[config.mk]
export PLATFORM = sky130hd
export DESIGN_NAME = cci_mpf_prim_fifo_lutram_multi
export DESIGN_NICKNAME = d
export VERILOG_FILES = /design/src/rtl/cci_mpf_prim_fifo_lutram_multi_pkg.sv /design/src/rtl/cci_mpf_prim_fifo_lutram_multi_chan_ctrl.sv /design/src/rtl/cci_mpf_prim_lutram.sv /design/src/rtl/cci_mpf_prim_fifo_lutram_multi.sv
export SDC_FILE = /design/constraint.sdc
export NUM_CORES = 1
export LEC_CHECK = 0
export ABC_AREA = 1
export BUFFER_PORTS_ARGS = -buffer_cell sky130_fd_sc_hd__buf_2
export CAP_MARGIN = 0
export CORE_UTILIZATION = 45
export DETAILED_ROUTE_END_ITERATION = 10
export PLACE_DENSITY_LB_ADDON = 0.25
export SLEW_MARGIN = 20
export SYNTH_ARGS = -nofsm -noshare
export SYNTH_HDL_FRONTEND = slang
export SYNTH_SLANG_ARGS = --single-unit
export TNS_END_PERCENT = 1
[constraint.sdc]
create_clock -name clk -period 7.7 [get_ports clk]
set_clock_uncertainty 0.2 [all_clocks]
set_input_delay 0.77 -clock clk [delete_from_list [all_inputs] [get_ports clk]]
set_output_delay 0.77 -clock clk [all_outputs]
set_load 0.01 [all_outputs]
[src/rtl/cci_mpf_prim_fifo_lutram_multi_pkg.sv]
// Shared helpers for the multi-channel LUTRAM FIFO.
// Parameter-dependent types stay local to each module.
package cci_mpf_prim_fifo_lutram_multi_pkg;

    // Width of a tag that selects one of n items; never narrower than one bit.
    function automatic int tag_bits(input int n);
        return (n > 1) ? $clog2(n) : 1;
    endfunction

endpackage

[src/rtl/cci_mpf_prim_fifo_lutram_multi_chan_ctrl.sv]
// Per-channel FIFO bookkeeping: pointers, occupancy counter and registered
// flags derived from the next-state count.
module cci_mpf_prim_fifo_lutram_multi_chan_ctrl
  #(
    parameter int N_ENTRIES = 8,
    parameter int THRESHOLD = 2,
    localparam int IDX_W = $clog2(N_ENTRIES)
    )
   (
    input  logic             clk,
    input  logic             reset,
    input  logic             enq_i,
    input  logic             deq_i,
    output logic [IDX_W-1:0] wr_idx_o,
    output logic [IDX_W-1:0] rd_idx_o,
    output logic             not_full_o,
    output logic             almost_full_o,
    output logic             not_empty_o
    );

    localparam int CNT_W = $clog2(N_ENTRIES + 1);

    typedef logic [IDX_W-1:0] idx_t;
    typedef logic [CNT_W-1:0] cnt_t;

    idx_t wr_q, wr_d;
    idx_t rd_q, rd_d;
    cnt_t cnt_q, cnt_d;
    logic not_full_q, not_full_d;
    logic almost_full_q, almost_full_d;
    logic not_empty_q, not_empty_d;

    // N_ENTRIES is a power of two, so pointers wrap naturally at the index width.
    always_comb begin
        wr_d = enq_i ? wr_q + 1'b1 : wr_q;
        rd_d = deq_i ? rd_q + 1'b1 : rd_q;
        cnt_d = cnt_q + cnt_t'(enq_i) - cnt_t'(deq_i);
        not_full_d = (cnt_d != cnt_t'(N_ENTRIES));
        almost_full_d = (cnt_d >= cnt_t'(N_ENTRIES - THRESHOLD));
        not_empty_d = (cnt_d != '0);
    end

    always_ff @(posedge clk or posedge reset) begin
        if (reset) begin
            wr_q <= '0;
            rd_q <= '0;
            cnt_q <= '0;
            not_full_q <= 1'b1;
            almost_full_q <= 1'b0;
            not_empty_q <= 1'b0;
        end else begin
            wr_q <= wr_d;
            rd_q <= rd_d;
            cnt_q <= cnt_d;
            not_full_q <= not_full_d;
            almost_full_q <= almost_full_d;
            not_empty_q <= not_empty_d;
        end
    end

    assign wr_idx_o = wr_q;
    assign rd_idx_o = rd_q;
    assign not_full_o = not_full_q;
    assign almost_full_o = almost_full_q;
    assign not_empty_o = not_empty_q;

endmodule

[src/rtl/cci_mpf_prim_lutram.sv]
// Simple dual-port LUTRAM: registered write, asynchronous read.
// Contents are not reset.
module cci_mpf_prim_lutram
  #(
    parameter int N_ENTRIES   = 32,
    parameter int N_DATA_BITS = 32,
    localparam int AW = (N_ENTRIES > 1) ? $clog2(N_ENTRIES) : 1
    )
   (
    input  logic                   clk,
    input  logic [AW-1:0]          raddr,
    output logic [N_DATA_BITS-1:0] rdata,
    input  logic [AW-1:0]          waddr,
    input  logic                   wen,
    input  logic [N_DATA_BITS-1:0] wdata
    );

    logic [N_DATA_BITS-1:0] mem [N_ENTRIES];

    assign rdata = mem[raddr];

    always_ff @(posedge clk) begin
        if (wen) begin
            mem[waddr] <= wdata;
        end
    end

endmodule

[src/rtl/cci_mpf_prim_fifo_lutram_multi.sv]
// N_CHANNELS FIFOs sharing one LUTRAM, one tagged enqueue port and one
// round-robin arbitrated dequeue port.
module cci_mpf_prim_fifo_lutram_multi
    import cci_mpf_prim_fifo_lutram_multi_pkg::*;
  #(
    parameter int N_DATA_BITS = 32,
    parameter int N_CHANNELS  = 4,
    parameter int N_ENTRIES   = 8,
    parameter int THRESHOLD   = 2,
    localparam int TAG_W = tag_bits(N_CHANNELS)
    )
   (
    input  logic                   clk,
    input  logic                   reset,

    input  logic [N_DATA_BITS-1:0] enq_data,
    input  logic [TAG_W-1:0]       enq_chan,
    input  logic                   enq_en,
    output logic [N_CHANNELS-1:0]  notFull,
    output logic [N_CHANNELS-1:0]  almostFull,

    output logic [N_DATA_BITS-1:0] first,
    output logic [TAG_W-1:0]       first_chan,
    output logic                   notEmpty,
    input  logic                   deq_en
    );

    localparam int IDX_W     = $clog2(N_ENTRIES);
    localparam int RAM_DEPTH = N_CHANNELS * N_ENTRIES;
    localparam int RAM_AW    = (RAM_DEPTH > 1) ? $clog2(RAM_DEPTH) : 1;

    typedef logic [IDX_W-1:0] idx_t;
    typedef logic [TAG_W-1:0] chan_t;

    logic [N_CHANNELS-1:0] chan_enq;
    logic [N_CHANNELS-1:0] chan_deq;
    logic [N_CHANNELS-1:0] chan_nf;
    logic [N_CHANNELS-1:0] chan_af;
    logic [N_CHANNELS-1:0] chan_ne;
    idx_t wr_idx [N_CHANNELS];
    idx_t rd_idx [N_CHANNELS];

    logic  enq_chan_ok;
    logic  wen;
    chan_t sel_chan;
    chan_t rr_q, rr_d;

    assign enq_chan_ok = (32'(enq_chan) < 32'(N_CHANNELS));
    // Shared storage: a write to a full channel would clobber its oldest entry.
    assign wen = enq_en && enq_chan_ok && chan_nf[enq_chan];

    for (genvar g = 0; g < N_CHANNELS; g++) begin : g_chan
        assign chan_enq[g] = wen && (enq_chan == chan_t'(g));
        assign chan_deq[g] = deq_en && chan_ne[g] && (sel_chan == chan_t'(g));

        cci_mpf_prim_fifo_lutram_multi_chan_ctrl
          #(
            .N_ENTRIES(N_ENTRIES),
            .THRESHOLD(THRESHOLD)
            )
          ctrl
           (
            .clk(clk),
            .reset(reset),
            .enq_i(chan_enq[g]),
            .deq_i(chan_deq[g]),
            .wr_idx_o(wr_idx[g]),
            .rd_idx_o(rd_idx[g]),
            .not_full_o(chan_nf[g]),
            .almost_full_o(chan_af[g]),
            .not_empty_o(chan_ne[g])
            );
    end

    cci_mpf_prim_lutram
      #(
        .N_ENTRIES(RAM_DEPTH),
        .N_DATA_BITS(N_DATA_BITS)
        )
      storage
       (
        .clk(clk),
        .raddr(RAM_AW'({sel_chan, rd_idx[sel_chan]})),
        .rdata(first),
        .waddr(RAM_AW'({enq_chan, wr_idx[enq_chan]})),
        .wen(wen),
        .wdata(enq_data)
        );

    // Search cyclically from rr; falls back to rr when nothing is queued.
    always_comb begin
        int    c;
        chan_t c_t;
        logic  found;
        sel_chan = rr_q;
        found = 1'b0;
        c = 0;
        c_t = '0;
        for (int i = 0; i < N_CHANNELS; i++) begin
            c = int'(rr_q) + i;
            if (c >= N_CHANNELS) c = c - N_CHANNELS;
            c_t = chan_t'(c);
            if (!found && chan_ne[c_t]) begin
                sel_chan = c_t;
                found = 1'b1;
            end
        end
    end

    always_comb begin
        rr_d = rr_q;
        if (deq_en && notEmpty) begin
            rr_d = (sel_chan == chan_t'(N_CHANNELS - 1)) ? '0 : sel_chan + 1'b1;
        end
    end

    always_ff @(posedge clk or posedge reset) begin
        if (reset) begin
            rr_q <= '0;
        end else begin
            rr_q <= rr_d;
        end
    end

    assign first_chan = sel_chan;
    assign notEmpty   = |chan_ne;
    assign notFull    = chan_nf;
    assign almostFull = chan_af;

    a_enq_chan_range: assert property (@(posedge clk) disable iff (reset)
        enq_en |-> enq_chan_ok)
        else $fatal(1, "enqueue to nonexistent channel");

    a_enq_full: assert property (@(posedge clk) disable iff (reset)
        (enq_en && enq_chan_ok) |-> chan_nf[enq_chan])
        else $fatal(1, "enqueue to full channel");

    a_deq_empty: assert property (@(posedge clk) disable iff (reset)
        deq_en |-> notEmpty)
        else $fatal(1, "dequeue with no channel non-empty");

endmodule

==> impl_metrics.env <==
export IMPL_status="finished, final reports clean"
export IMPL_synthToLayoutAreaGrowth_pct=10.4
export IMPL_grt_total_usage_pct=24.8
export IMPL_wl_per_cell_um=22.5
export IMPL_io_buffers=80
export IMPL_route_met3_wl_um=11000
export IMPL_finalHoldViolCount=0
export IMPL_fin_crit_sh_pct=88.5
export IMPL_path_cells="inv_2, nand2_1, nand2_1, nand2_1, nand2_2, nand2_1, nand2_1, nand3_1, nand3_1, nand2_2, buf_4, nor2_4, nand2_1, nand3_4, inv_6, buf_4, nand2_1, nand2_1, nand2_1, nand2_1, inv_2, nand2_1, buf_2"
export IMPL_grt_overflow=0
export IMPL_ant_nets=0
export IMPL_cp_required_ns=6.73
export IMPL_max_slew_margin_pct=22.3
export IMPL_routed_via_density=5.46
export IMPL_yosysWarnings=0
export IMPL_fin_util_pct=50.4
export IMPL_endpoint_kind="primary output"
export IMPL_antenna_found_initial=14
export IMPL_clock_latency_ns=0.68
export IMPL_start_kind="flip-flop"
export IMPL_grt_pass1_vias=31218
export IMPL_synth_nets=4626
export IMPL_drt_total_wl_um=135000
export IMPL_fmax_mhz=147
export IMPL_fin_tns_setup_ns=0
export IMPL_grt_max_degree=179
export IMPL_cts_setup_buffers=0
export IMPL_setup_viol=0
export IMPL_worstSetupPathType="reg2out"
export IMPL_avgSynthCellArea_um2=10.6
export IMPL_fin_area_mm2=0.0533
export IMPL_wl_met2_um=65000
export IMPL_cts_buffers=106
export IMPL_crit_arrival_ns=5.84
export IMPL_cp_slowest_stage_delay_ns=0.71
export IMPL_cts_root_buf="clkbuf_16"
export IMPL_synthTopCellsByArea="edfxtp_1, nand2_1, nand3_1"
export IMPL_met1Wirelength_um=54800
export IMPL_vias=32838
export IMPL_drcViolationCount=0
export IMPL_rows=119
export IMPL_slew_violations=0
export IMPL_drive_gt1_share_pct=8.47
export IMPL_ys_seq_elements=1078
export IMPL_drt_pass1_iter_count=6
export IMPL_yosysUniqueCellTypes=31
export IMPL_rsz0062_at_grt="false"
export IMPL_clkTransAtPathRegs_ns=0.06
export IMPL_crit_start="rr_q[0]"
export IMPL_cts_tree="yes"
export IMPL_hp_class="in2async"
export IMPL_drv_cap=0
export IMPL_fp_dieH_um=330
export IMPL_io_pins=81
export IMPL_holdWs_ns=0.0630
export IMPL_fp_dieW_um=330
export IMPL_routabilityCongestion=0.790
export IMPL_topRoutingLayerUsed="met5"
export IMPL_critPathBufInv=6
export IMPL_placedInstanceArea_mm2=0.0498
export IMPL_finalCriticalPeriod_ns=6.81
export IMPL_cp_top_family="buffers and inverters"
export IMPL_syn_area_mm2=0.0483
export IMPL_synth_top_cell_by_area="edfxtp_1"
export IMPL_grt_pass1_wl_um=199000
export IMPL_cts_resized_gates=0
export IMPL_dpl_hpwl_um=64800
export IMPL_fin_nets=4596
export IMPL_synth_seq_area_share_pct=66.5
export IMPL_start_util_pct=45.6
export IMPL_synthCells=4559
export IMPL_crit_slowest_cell="inv_6"
export IMPL_worst_pin_slew_ns=1.16
export IMPL_die_area_mm2=0.109
export IMPL_cts_htree_levels=3
export IMPL_core_area_mm2=0.106
export IMPL_synth_top_area_share_pct=63.7
export IMPL_path_common_cell="nand2_1"
export IMPL_cts_sinks=1078
export IMPL_path_max_fanout=89
export IMPL_cts_hold_buf=0
export IMPL_r2r_start="rr_q[0]"
export IMPL_drtIter0Drc=3301
export IMPL_clock_path_buffers=3
worst register-to-register path, delay by kind of cell, from the launching register on:
kind | cells | cell delay (ns)
adder cells (fa/ha/maj) | 3 | 0.89
flip-flops | 1 | 0.51
buffers and inverters | 7 | 1.79
AND/OR/NAND/NOR | 13 | 1.89
placed cells by master (no fill, tap or decap), drive strengths merged:
| cell | count |
|---|---|
| xnor2 | 16 |
| xor2 | 12 |
| buf | 142 |
| ha | 25 |
| nand3 | 803 |
| edfxtp | 1024 |
| o21ai | 3 |
| a221oi | 1 |
| dfstp | 4 |
| inv | 516 |
| a21oi | 6 |
| nand4 | 5 |
| dfrtp | 50 |
| diode | 1 |
| nor2 | 39 |
| fa | 4 |
| bufinv | 13 |
| nor3 | 9 |
| clkinv | 44 |
| clkinvlp | 5 |
| nand2 | 1471 |
| clkbuf | 133 |
| nand3b | 289 |
| a22oi | 3 |
| mux2 | 2 |
layout make-up:
cell class / count / area [µm²]
sequential: 1078 / 32100
antenna: 1 / 2.50
clock inverter: 65 / 673
multi-input combinational: 2688 / 13000
clock buffer: 133 / 2830
tap: 1391 / 1740
inverter: 513 / 1940
timing repair buffer: 142 / 1020
fill: 9258 / 52500
logic make-up after synthesis:
logic type | synth area share [%]
mux | 0.0466
flops | 66.5
simple gates | 24.9
xor+xnor | 0.508
buf+inv | 7.16
fa+ha+maj | 0.813
compound gates | 0.158
through the flow:
step	cells	setup slack, ns
after floorplan	4559	3.07
after global placement	5811	1.68
after detailed placement	5812	1.70
after CTS	6010	0.956
after global routing	6010	0.648
final	6011	0.889
flip-flops by register name (all words and copies together) (netlist names):
register                   cells
storage.mem                 1024
rr_q                           2
g_chan.ctrl.not_empty_o        4
g_chan.ctrl.not_full_o         4
g_chan.ctrl.rd_idx_o          12
g_chan.ctrl.wr_idx_o          12
g_chan.ctrl.almost_full_o      4
g_chan.ctrl.cnt_q             16
routing by layer:
layer | up-vias | track usage [%]
met1 | 16111 | 31.9
met2 | 1255 | 41.7
met5 | - | 0
li1 | 15173 | -
met4 | 20 | 8.78
met3 | 279 | 4.81
Yosys cell counts, drive strengths merged:
library cell,instances
nand3,803
xnor2,16
ha,25
dfstp,4
nand3b,289
nor2,39
nand2,1471
clkinv,1
mux2,2
dfrtp,50
inv,512
a221oi,1
edfxtp,1024
a21oi,6
nor3,9
clkbuf,13
a22oi,3
o21ai,3
nand4,5
buf,267
xor2,12
fa,4
final timing paths:
path / slack (ns) / depth (start not counted) / to
worst max-delay path: 0.89 / 23 / first[6]
worst min-delay path: 0.06 / 3 / g_chan[0].ctrl.cnt_q[2]
worst max register to register: 2.29 / 23 / g_chan[1].ctrl.not_empty_o
worst min register to register: 0.28 / 1 / g_chan[3].ctrl.rd_idx_o[2]
max in group asynchronous: 6.72 / 3 / g_chan[2].ctrl.rd_idx_o[2]
min in group clk: 0.27 / 3 / g_chan[0].ctrl.rd_idx_o[0]
Power is left out: the tool's default activity adds up to more than one toggle a clock period on the data nets, which glitch-free logic cannot reach.
